## config.mk

```make
export PLATFORM = sky130hd
export DESIGN_NAME = calcn_core
export DESIGN_NICKNAME = d
export VERILOG_FILES = /design/src/rtl/calcn_core.sv
export SDC_FILE = /design/constraint.sdc
export NUM_CORES = 1
export LEC_CHECK = 0
export BUFFER_PORTS_ARGS = -buffer_cell sky130_fd_sc_hd__buf_2
export CAP_MARGIN = 30
export CORE_ASPECT_RATIO = 1.5
export CORE_UTILIZATION = 30
export CTS_CLUSTER_SIZE = 28
export DETAILED_ROUTE_END_ITERATION = 8
export GPL_ROUTABILITY_DRIVEN = 1
export MAX_ROUTING_LAYER = met4
export PLACE_DENSITY = 0.56
export SKIP_CTS_REPAIR_TIMING = 1
export SYNTH_ARGS = -nofsm -noshare
export SYNTH_HDL_FRONTEND = slang
export SYNTH_SLANG_ARGS = --single-unit
```

## constraint.sdc

```tcl
create_clock -name c_clk -period 8.9 [get_ports c_clk]
set_clock_uncertainty 0.1 [all_clocks]
set_input_delay 0.445 -clock c_clk [delete_from_list [all_inputs] [get_ports c_clk]]
set_output_delay 0.445 -clock c_clk [all_outputs]
set_load 0.02 [all_outputs]
```

## src/rtl/calcn_core.sv

```systemverilog
// calcn_core: N-port calculator core sharing one ALU.
//
// Each port runs a small request FSM (IDLE -> OP2 -> PEND). In IDLE, a non-zero
// command latches cmd and op1. The next cycle latches op2 and ignores the cmd
// field. The port then waits in PEND until the round-robin arbiter grants it
// the ALU. The result is registered at the end of the grant cycle and is
// presented for exactly one cycle.
//
// Ports (all flat vectors are big-endian, port p at the lowest indices 4p / 2p / DATA_W*p):
//   c_clk     in   core clock, rising edge
//   reset     in   synchronous active-high reset
//   req_cmd   in   [0:4*NUM_PORTS-1]       per-port command (0 nop,1 add,2 sub,5 shl,6 shr)
//   req_data  in   [0:DATA_W*NUM_PORTS-1]  per-port operand (op1 with cmd, op2 next cycle)
//   out_resp  out  [0:2*NUM_PORTS-1]       per-port response (00 none,01 ok,10 error)
//   out_data  out  [0:DATA_W*NUM_PORTS-1]  per-port result
//
// Build option: define CALCN_SAT_EN for saturating add/sub. With it, add
// overflow returns all-ones and sub underflow returns zero, both with resp 01.
module calcn_core #(
  parameter int unsigned NUM_PORTS = 4,
  parameter int unsigned DATA_W    = 32,
  parameter int unsigned SH_W      = 5
) (
  input  logic                         c_clk,
  input  logic                         reset,
  input  logic [0:4*NUM_PORTS-1]       req_cmd,
  input  logic [0:DATA_W*NUM_PORTS-1]  req_data,
  output logic [0:2*NUM_PORTS-1]       out_resp,
  output logic [0:DATA_W*NUM_PORTS-1]  out_data
);

  localparam int unsigned PtrW = (NUM_PORTS > 1) ? $clog2(NUM_PORTS) : 1;

  typedef enum logic [1:0] {StIdle, StOp2, StPend} state_e;

  state_e                           state_q [NUM_PORTS];
  state_e                           state_d [NUM_PORTS];
  logic [NUM_PORTS-1:0][3:0]        cmd_q, cmd_d;
  logic [NUM_PORTS-1:0][DATA_W-1:0] op1_q, op1_d, op2_q, op2_d;
  logic [NUM_PORTS-1:0][1:0]        resp_q, resp_d;
  logic [NUM_PORTS-1:0][DATA_W-1:0] res_q, res_d;
  logic [PtrW-1:0]                  ptr_q, ptr_d;

  logic            gnt_vld;
  logic [PtrW-1:0] gnt_idx;
  int unsigned     cand;

  // First PEND port at or after the pointer, wrapping around.
  always_comb begin
    gnt_vld = 1'b0;
    gnt_idx = '0;
    cand    = 0;
    for (int unsigned i = 0; i < NUM_PORTS; i++) begin
      cand = 32'(ptr_q) + i;
      if (cand >= NUM_PORTS) cand = cand - NUM_PORTS;
      if (!gnt_vld && state_q[PtrW'(cand)] == StPend) begin
        gnt_vld = 1'b1;
        gnt_idx = PtrW'(cand);
      end
    end
  end

  always_comb begin
    ptr_d = ptr_q;
    if (gnt_vld) begin
      ptr_d = (gnt_idx == PtrW'(NUM_PORTS - 1)) ? '0 : gnt_idx + 1'b1;
    end
  end

  // Shared ALU operating on the granted port's latched request.
  logic [3:0]        alu_cmd;
  logic [DATA_W-1:0] alu_a, alu_b, alu_data;
  logic [DATA_W:0]   alu_sum;
  logic [1:0]        alu_resp;

  always_comb begin
    alu_cmd  = cmd_q[gnt_idx];
    alu_a    = op1_q[gnt_idx];
    alu_b    = op2_q[gnt_idx];
    alu_sum  = {1'b0, alu_a} + {1'b0, alu_b};
    alu_resp = 2'b10;
    alu_data = '0;
    case (alu_cmd)
      4'd1: begin
        if (alu_sum[DATA_W]) begin
`ifdef CALCN_SAT_EN
          alu_resp = 2'b01;
          alu_data = '1;
`else
          alu_resp = 2'b10;
          alu_data = '0;
`endif
        end else begin
          alu_resp = 2'b01;
          alu_data = alu_sum[DATA_W-1:0];
        end
      end
      4'd2: begin
        if (alu_b > alu_a) begin
`ifdef CALCN_SAT_EN
          alu_resp = 2'b01;
`else
          alu_resp = 2'b10;
`endif
          alu_data = '0;
        end else begin
          alu_resp = 2'b01;
          alu_data = alu_a - alu_b;
        end
      end
      4'd5: begin
        alu_resp = 2'b01;
        alu_data = alu_a << alu_b[SH_W-1:0];
      end
      4'd6: begin
        alu_resp = 2'b01;
        alu_data = alu_a >> alu_b[SH_W-1:0];
      end
      default: begin
        alu_resp = 2'b10;
        alu_data = '0;
      end
    endcase
  end

  // Per-port request FSMs and one-cycle response registers.
  always_comb begin
    for (int unsigned p = 0; p < NUM_PORTS; p++) begin
      state_d[p] = state_q[p];
      cmd_d[p]   = cmd_q[p];
      op1_d[p]   = op1_q[p];
      op2_d[p]   = op2_q[p];
      resp_d[p]  = 2'b00;
      res_d[p]   = '0;
      case (state_q[p])
        StIdle: begin
          if (req_cmd[4*p +: 4] != 4'd0) begin
            cmd_d[p]   = req_cmd[4*p +: 4];
            op1_d[p]   = req_data[DATA_W*p +: DATA_W];
            state_d[p] = StOp2;
          end
        end
        StOp2: begin
          op2_d[p]   = req_data[DATA_W*p +: DATA_W];
          state_d[p] = StPend;
        end
        StPend: begin
          if (gnt_vld && 32'(gnt_idx) == p) state_d[p] = StIdle;
        end
        default: state_d[p] = StIdle;
      endcase
    end
    if (gnt_vld) begin
      resp_d[gnt_idx] = alu_resp;
      res_d[gnt_idx]  = alu_data;
    end
  end

  always_ff @(posedge c_clk) begin
    if (reset) begin
      for (int unsigned p = 0; p < NUM_PORTS; p++) state_q[p] <= StIdle;
      cmd_q  <= '0;
      op1_q  <= '0;
      op2_q  <= '0;
      resp_q <= '0;
      res_q  <= '0;
      ptr_q  <= '0;
    end else begin
      for (int unsigned p = 0; p < NUM_PORTS; p++) state_q[p] <= state_d[p];
      cmd_q  <= cmd_d;
      op1_q  <= op1_d;
      op2_q  <= op2_d;
      resp_q <= resp_d;
      res_q  <= res_d;
      ptr_q  <= ptr_d;
    end
  end

  always_comb begin
    out_resp = '0;
    out_data = '0;
    for (int unsigned p = 0; p < NUM_PORTS; p++) begin
      out_resp[2*p +: 2]           = resp_q[p];
      out_data[DATA_W*p +: DATA_W] = res_q[p];
    end
  end

endmodule

```

; Word-level counts from Yosys, hierarchy flattened
; Memories as Yosys holds them, arrays and structs flattened.
; Cells that the tools add are included.
[totals]
ff_bits = 410
ram_bits = 8
mem_count = 1
[classes]
add_sub_neg = 10
order_cmp = 7
n_eq_ne = 19
shift = 2
mux = 48
bitwise_logic = 7
reduce_logical = 26
[mem_list]
columns = name, depth, word_bits, read_ports, rd_ports_with_merged_regs, write_ports, line
row1 = state_q, 4, 2, 8, 0, 4, 36  ; state_e state_q [NUM_PORTS];
[ops]
columns = cell, count
row1 = 2-to-1 mux 32 bit, 5
row2 = AND 128 bit, 1
row3 = binary-select mux 32 bit (select 2 bit), 2
row4 = one-hot mux 32 bit (4 select lines), 1
row5 = demux 32 bit (select 2 bit), 1
row6 = 2-to-1 mux 2 bit, 24
row7 = adder 32 x 32 -> 33 bit, 1
row8 = > comparator 32 bit, 1
row9 = << shifter 32 x 5 -> 32 bit, 1
row10 = >> shifter 32 x 5 -> 32 bit, 1
row11 = subtractor 32 bit, 1
row12 = one-hot mux 2 bit (3 select lines), 5
row13 = equality test 2 bit (second input constant), 10
row14 = nonzero test 4 bit, 4
row15 = equality test 2 x 1 -> 1 bit (second input constant), 5
row16 = zero test 2 bit, 5
row17 = >= comparator 3 bit (second input constant), 3
row18 = AND 8 bit, 1
row19 = binary-select mux 4 bit (select 2 bit), 1
row20 = equality test 4 x 3 -> 1 bit (second input constant), 2
row21 = logical AND 1 bit, 8
row22 = AND reduction 2 bit, 4
row23 = subtractor 2 x 1 -> 2 bit (second input constant), 4
row24 = 2-to-1 mux 1 bit, 7
row25 = 14 further kinds, 21

; Depth between registers and ports, before layout
; Gate-level depths: netlist (run 1).
; An unclocked memory read counts as a cell.
[depth]
ltp_word = 20
mapped_depth = 27

; Worst setup path before layout (run 1)
; Ideal clock, no wire load.
[synth_timing]
path_kind = register to register
startpoint = mem state_q[1][0] (netlist bit)
endpoint = reg res_q, in the netlist out_data[105]
setup_time_ns = 0.071
arrival_time_ns = 6.430
required_ns = 8.729
path_slack_ns = 2.299
path_stages_with_launch = 27
path_buffers = 9
period_less_slack_ns = 6.601
path_cell_list = dfxtp_1 > and2b_4 > mux4_2 > o21ai_1 > a22oi_1 > buf_2 > clkbuf_1 > buf_1 > buf_2 > buf_2 > buf_1 > mux2i_1 > ha_1 > clkbuf_1 > or3_1 > or3_1 > nor3_1 > o2111ai_1 > nand3b_1 > nor4b_1 > o311a_1 > buf_2 > buf_1 > o311a_1 > a211oi_1 > a31o_2 > a21oi_1
[synth_lines]
columns = element, line
row1 = "start, declared", 36
row2 = "end signal, assigned", 174  ; res_q <= res_d;
row3 = "end, declared", 41  ; logic [NUM_PORTS-1:0][DATA_W-1:0] res_q, res_d;

==> flow_summary_export.csv, run 1 <==
group,metric,value,unit
sta,slew_viol_final,0,
yosys,synthFlopType,"dfxtp_1",
routing,routed_via_density,5.775,
critical_path,crit_path_max_fanout,50,
yosys,synth_area,24750,um^2
critical_path,worstSetupPathType,"reg2reg",
routing,wl,120.4,mm
yosys,ys_ff_latch,420,
sta,max_slew.worst_pin.slew,1060,ps
final_layout,final_common_cell,"nand2_1",
yosys,syn_inst,3275,
final_layout,drive_above_1_share,15.44,%
final_layout,regArea,8408,um^2
floorplanning,die-width,236.5,um
floorplanning,core-area,81360,um^2
sta,setup_violations,0,
routing,wl_per_cell,26.42,um
clocking,cts_buffers,43,
clocking,worstSkewPairLatency,620,ps
power,p_leak,11.54,nW
flow_run,maxCapViolCount,0,
floorplanning,num_io_pins,282,
sta,whs,-29.34,ps
sta,timing.setup.tns,0,ps
yosys,netlist-cell-type-count,93,
routing,drtPass1Iterations,6,
critical_path,cp_data_required_time,9280,ps
power,p_per_area,372.2,nW/um^2
global_routing,grt_antenna_before_repair,0,
floorplanning,die_h,353.8,um
critical_path,cp-start-kind,"flop",
clocking,path_clk_slew,70,ps
global_routing,overflow,0,
clocking,root_buffer,"clkbuf_16",
global_routing,grt_pass1_wl,173.4,mm
sta,fmax,125.7,MHz
routing,dr_total_vias,26323,
sta,period_share,89.38,%
final_layout,fillers,8730,
routing,drt_iter0_drc,2456,
yosys,ys_warn_count,0,
final_layout,syn2layout_area_growth,17.66,%
sta,fin_crit,7955,ps
worst_hold_path,hold_class,"in2reg",
floorplanning,fp-row-count,128,
global_routing,grt_start_max_net_pins,107,
place,dp_hpwl,91.58,mm
sta,rsz0062_at_grt,"false",
routing,drc,0,
clocking,clkSinkCount,420,
yosys,synth_top_area_share,33.97,%
sta,final-hold-violation-count,30,
sta,slew_headroom,27.52,%
critical_path,crit_path_end_kind,"flop",
yosys,synth_edf_count,0,
final_layout,layout_common_cells,"nand2_1, a21oi_1, dfxtp_1",
routing,ant_nets,0,
floorplanning,start_util,30.42,%
status,failed_checks,"negative hold slack",
critical_path,arrival,8330,ps
clocking,clk_path_buf_depth,3,
yosys,synth_area_leaders,"dfxtp_1, nand2_1, a21oi_1",
global_routing,grt.total_usage,28.84,%
final_layout,final_nets,3701,
clocking,tritoncts,"done",
yosys,synth.yosys.seq_area_share,33.97,%
yosys,syn_nets,3493,
final_layout,multiInputGateArea,14850,um^2
power,ir_worst_vdd,0.1444,mV
yosys,async_flop_share,0,%
yosys,syn_area_per_cell,7.557,um^2
clocking,htreeDepth,2,
place,gp_congestion,1.059,
place,port_buffers,281,
status,outcome,"finished with violations",
floorplanning,die_area,83670,um^2
yosys,synth_area_leader_cell,"dfxtp_1",
global_routing,grt_pass1_vias,24956,
[worst paths after layout]
check,end,start,slack [ps],cells after the start
setup / recovery,out_data[21],state_q[3][0],950,21
hold / removal,op1_q[24],req_data[7],-30,3
hold reg to reg,op2_q[106],op2_q[106],350,2
setup reg to reg,out_data[21],state_q[3][0],950,21
[cell type report]
cell class | count | share of cell area (%)
multi-input combinational | 2476 | 51.00
sequential | 420 | 28.87
timing repair buffer | 413 | 8.839
tap | 1040 | 4.469
clock buffer | 61 | 4.275
inverter | 129 | 1.671
clock inverter | 18 | 0.8637
antenna | 1 | 0.008594
[cells in the mapped netlist (28+ instances only)]
cell type	count
nand2_1	662
a21oi_1	428
dfxtp_1	420
nor2_1	211
clkbuf_1	151
mux2i_1	129
inv_1	122
o21ai_0	115
o211ai_1	98
nor3_1	86
ha_1	70
buf_2	65
nand3_1	61
a211oi_1	52
nand4_1	37
nand2b_1	32
a31oi_1	28
[metrics by stage]
step | util [%] | setup slack (ps) | power (mW) | std cells | area (um^2)
2_1_floorplan | - | 2299 | 6.353 | 3275 | 24750
3_3_place_gp | 33.36 | 1278 | 8.719 | 4432 | 27140
3_5_place_dp | 33.44 | 1317 | 8.686 | 4436 | 27200
4_1_cts | 35.28 | 1285 | 10.64 | 4515 | 28700
5_1_grt | 35.79 | 512.4 | 11.31 | 4557 | 29120
6_report | 35.79 | 945.1 | 10.84 | 4558 | 29120
[where the power goes]
group          leakage [nW]  internal, mW  total, mW  switching, mW
Clock                 0.722          1.08       1.93          0.850
Combinational          7.39          2.05       6.70           4.65
Sequential             3.43          2.08       2.21          0.130
Total                  11.5          5.21       10.8           5.63
[registers in the layout, indices dropped and copies added, names as in the netlist, named ones only]
name      count
out_data    128
ptr_q         2
op2_q       128
op1_q       128
state_q       8
cmd_q        16
out_resp      8
[per-layer routing]
metal / share of wire (%) / up-vias / global-route usage [%]
li1: - / 12131 / -
met1: 39 / 12568 / 32.48
met2: 48 / 1266 / 47.68
met3: 6.8 / 358 / 5.122
met4: 6.8 / 0 / 16.96
met5: 0 / - / -
[cell families (layout without fill, tap and decap cells)]
logic type | Yosys count | after routing | share of synthesized area (%)
xor gates and xnor gates | 26 | 26 | 0.9201
muxes | 157 | 157 | 7.538
DFF | 420 | 420 | 33.97
adders and majority gates | 72 | 72 | 3.701
other | 0 | 1 | 0
buffers and inverters | 379 | 621 | 6.345
AOI/OAI and AO/OA | 1006 | 1006 | 25.84
and+or+nand+nor | 1215 | 1215 | 21.68
[critical path, cell delays in order (launching register included)]
cell and delay (ps):
dfxtp_1 420, nand2b_1 330, mux4_2 380, nand2_1 80, a22oi_2 290, buf_4 590, buf_4 590, nand2_1 110
nand2_1 450, ha_1 440, a221oi_1 520, o2111ai_1 250, a21o_1 330, o41ai_1 300, buf_4 190, nand2_1 60
and4_1 430, buf_4 310, a22oi_1 580, o2111ai_1 350, a21oi_1 560, nor2_1 90
(Power assumes the default switching activity.)
==> run 2, diff against run 1 <==
--- a/config.mk
+++ b/config.mk
@@ -6,5 +6,5 @@
 export NUM_CORES = 1
 export LEC_CHECK = 0
-export BUFFER_PORTS_ARGS = -buffer_cell sky130_fd_sc_hd__buf_2
+export BUFFER_PORTS_ARGS = -buffer_cell sky130_fd_sc_hd__clkbuf_2
 export CAP_MARGIN = 30
 export CORE_ASPECT_RATIO = 1.5
==> constraint.sdc (replaced) <==
create_clock -name c_clk -period 8.9 [get_ports c_clk]
set_clock_uncertainty 0.1 [all_clocks]
set_input_delay 1.335 -clock c_clk [delete_from_list [all_inputs] [get_ports c_clk]]
set_output_delay 1.335 -clock c_clk [all_outputs]
set_load 0.02 [all_outputs]
==> flow_summary_export.csv, run 2 (synthesis gave the netlist of run 1 again) <==
group,metric,value,unit
global_routing,grt_start_max_net_pins,118,
global_routing,overflow,0,
power,power.share.clock,18.0,%
worst_hold_path,hold_class,"reg2reg",
place,dp_hpwl,92.95,mm
routing,drt_iter0_drc,2353,
critical_path,arrival,8060,ps
sta,fin_crit,7699,ps
place,gp_congestion,1.071,
routing,ant_nets,0,
power,p_per_area,380.0,nW/um^2
sta,max_slew.worst_pin.slew,1082,ps
sta,slew_headroom,27.53,%
critical_path,cpLargestDelayFamily,"compound AO/OA/AOI/OAI gates",
sta,setup_violations,0,
routing,dr_total_vias,26203,
sta,layout_setup_ws,1201,ps
sta,final-hold-violation-count,0,
critical_path,r2r_start,"state_q[0][1]",
routing,drc,0,
critical_path,r2r-end,"out_data[25]",
final_layout,post-route-util,35.28,%
flow_run,maxCapViolCount,0,
sta,rsz0062_at_grt,"false",
sta,slew_viol_final,0,
routing,drtPass1Iterations,6,
power,switching_share,51.79,%
routing,wl_per_cell,26.85,um
global_routing,grt_pass1_vias,24863,
global_routing,grt_antenna_before_repair,2,
clocking,htreeDepth,2,
critical_path,crit_path_max_fanout,51,
power,power.internal,5.258,mW
final_layout,final_nets,3658,
power,ir_worst_vdd,0.1726,mV
power,p_sw,5.648,mW
place,pre_cts_ws,1400,ps
critical_path,cp_data_required_time,9260,ps
place,port_buffers,281,
global_routing,grt.total_usage,28.98,%
routing,routed_via_density,5.804,
clocking,tritoncts,"done",
critical_path,r2r_cells,20,
status,outcome,"finished clean",
sta,fmax,129.9,MHz
floorplanning,num_io_pins,282,
sta,period_share,86.50,%
floorplanning,start_util,30.42,%
floorplanning,fp-row-count,128,
floorplanning,die-width,236.5,um
final_layout,layout_common_cells,"nand2_1, a21oi_1, dfxtp_1",
power,power_frac_seq,20.2,%
power,p_leak,11.27,nW
clocking,root_buffer,"clkbuf_16",
critical_path,slowest_stage,"nor4_1",
critical_path,max_stage_delay,880,ps
clocking,clk_path_buf_depth,3,
critical_path,reg2reg_slack,1200,ps
final_layout,final_common_cell,"nand2_1",
critical_path,path_cells,"nor2b_1 > mux4_2 > o21ai_1 > a22oi_2 > buf_4 > buf_4 > nand2_1 > nand2_1 > ha_1 > a221oi_1 > o2111ai_1 > a21o_1 > o41ai_1 > buf_4 > nand2_1 > and4_1 > a221oi_1 > a21oi_1 > nor4_1 > nor2_1",
global_routing,grt_pass1_wl,173.7,mm
clocking,clkSinkCount,420,
critical_path,critPathLaunch,"state_q[0][1]",
final_layout,syn2layout_area_growth,15.98,%
critical_path,crit_path_end,"out_data[25]",
critical_path,worstSetupPathType,"reg2reg",
clocking,cts_buffers,43,
clocking,path_clk_slew,60,ps
sta,timing.setup.tns,0,ps
critical_path,cp.depth,20,
critical_path,cp-start-kind,"flop",
final_layout,drive_above_1_share,15.46,%
critical_path,crit_path_end_kind,"flop",
floorplanning,die_area,83670,um^2
power,power_frac_comb,61.7,%
routing,wl,121.2,mm
clocking,worstSkewPairLatency,630,ps
critical_path,cp_num_buf_inv,3,
floorplanning,core-area,81360,um^2
floorplanning,die_h,353.8,um
run 2: power groups by stage:
| stage | registers, mW | logic, mW | clock network [mW] |
|---|---|---|---|
| 6_report | 2.21 | 6.73 | 1.97 |
| 5_1_grt | 2.22 | 7.05 | 2.07 |
| 4_1_cts | 2.21 | 6.49 | 2.00 |
| 3_5_place_dp | 2.25 | 6.46 | 0 |
| 3_3_place_gp | 2.25 | 6.50 | 0 |
| 2_1_floorplan | 2.26 | 4.09 | 0 |
run 2: cell type report:
cell class	count	area, um^2
sequential	420	8408
clock inverter	16	301.5
antenna	2	5.005
inverter	129	486.7
timing repair buffer	370	2133
fill	8795	52650
multi-input combinational	2476	14850
tap	1040	1301
clock buffer	62	1217
run 2: how the worst min path moves through the flow:
stage	from	cells after the start	slack [ps]	to
finish	op1_q[92]	2	350	op1_q[92]
global route	op2_q[103]	2	370	op2_q[103]
CTS	op2_q[106]	2	350	op2_q[106]
detailed placement	op1_q[92]	2	340	op1_q[92]
global placement	op1_q[75]	2	340	op1_q[75]
floorplan	op2_q[1]	2	330	op2_q[1]
run 2: metal layers:
metal	track usage (%)	up-vias	wire length, um
li1	-	12040	-
met1	32.60	12485	46750
met2	47.56	1304	57550
met3	4.195	374	7544
met4	19.56	0	9384
met5	-	-	0
run 2: worst min-delay path: stages (launching register included):
cell	delay [ps]
dfxtp_1	310
nand2_1	50
a21oi_1	50
run 2: metrics by stage:
stage                     hold slack [ps]  instance area [um^2]  std cells  total power, mW
final                               351.7                 28700       4515            10.91
after global routing                365.4                 28700       4515            11.34
after CTS                           353.9                 28670       4511            10.69
after detailed placement            343.1                 27150       4433            8.711
after global placement              339.1                 27110       4429            8.749
after floorplan                     331.9                 24750       3275            6.353
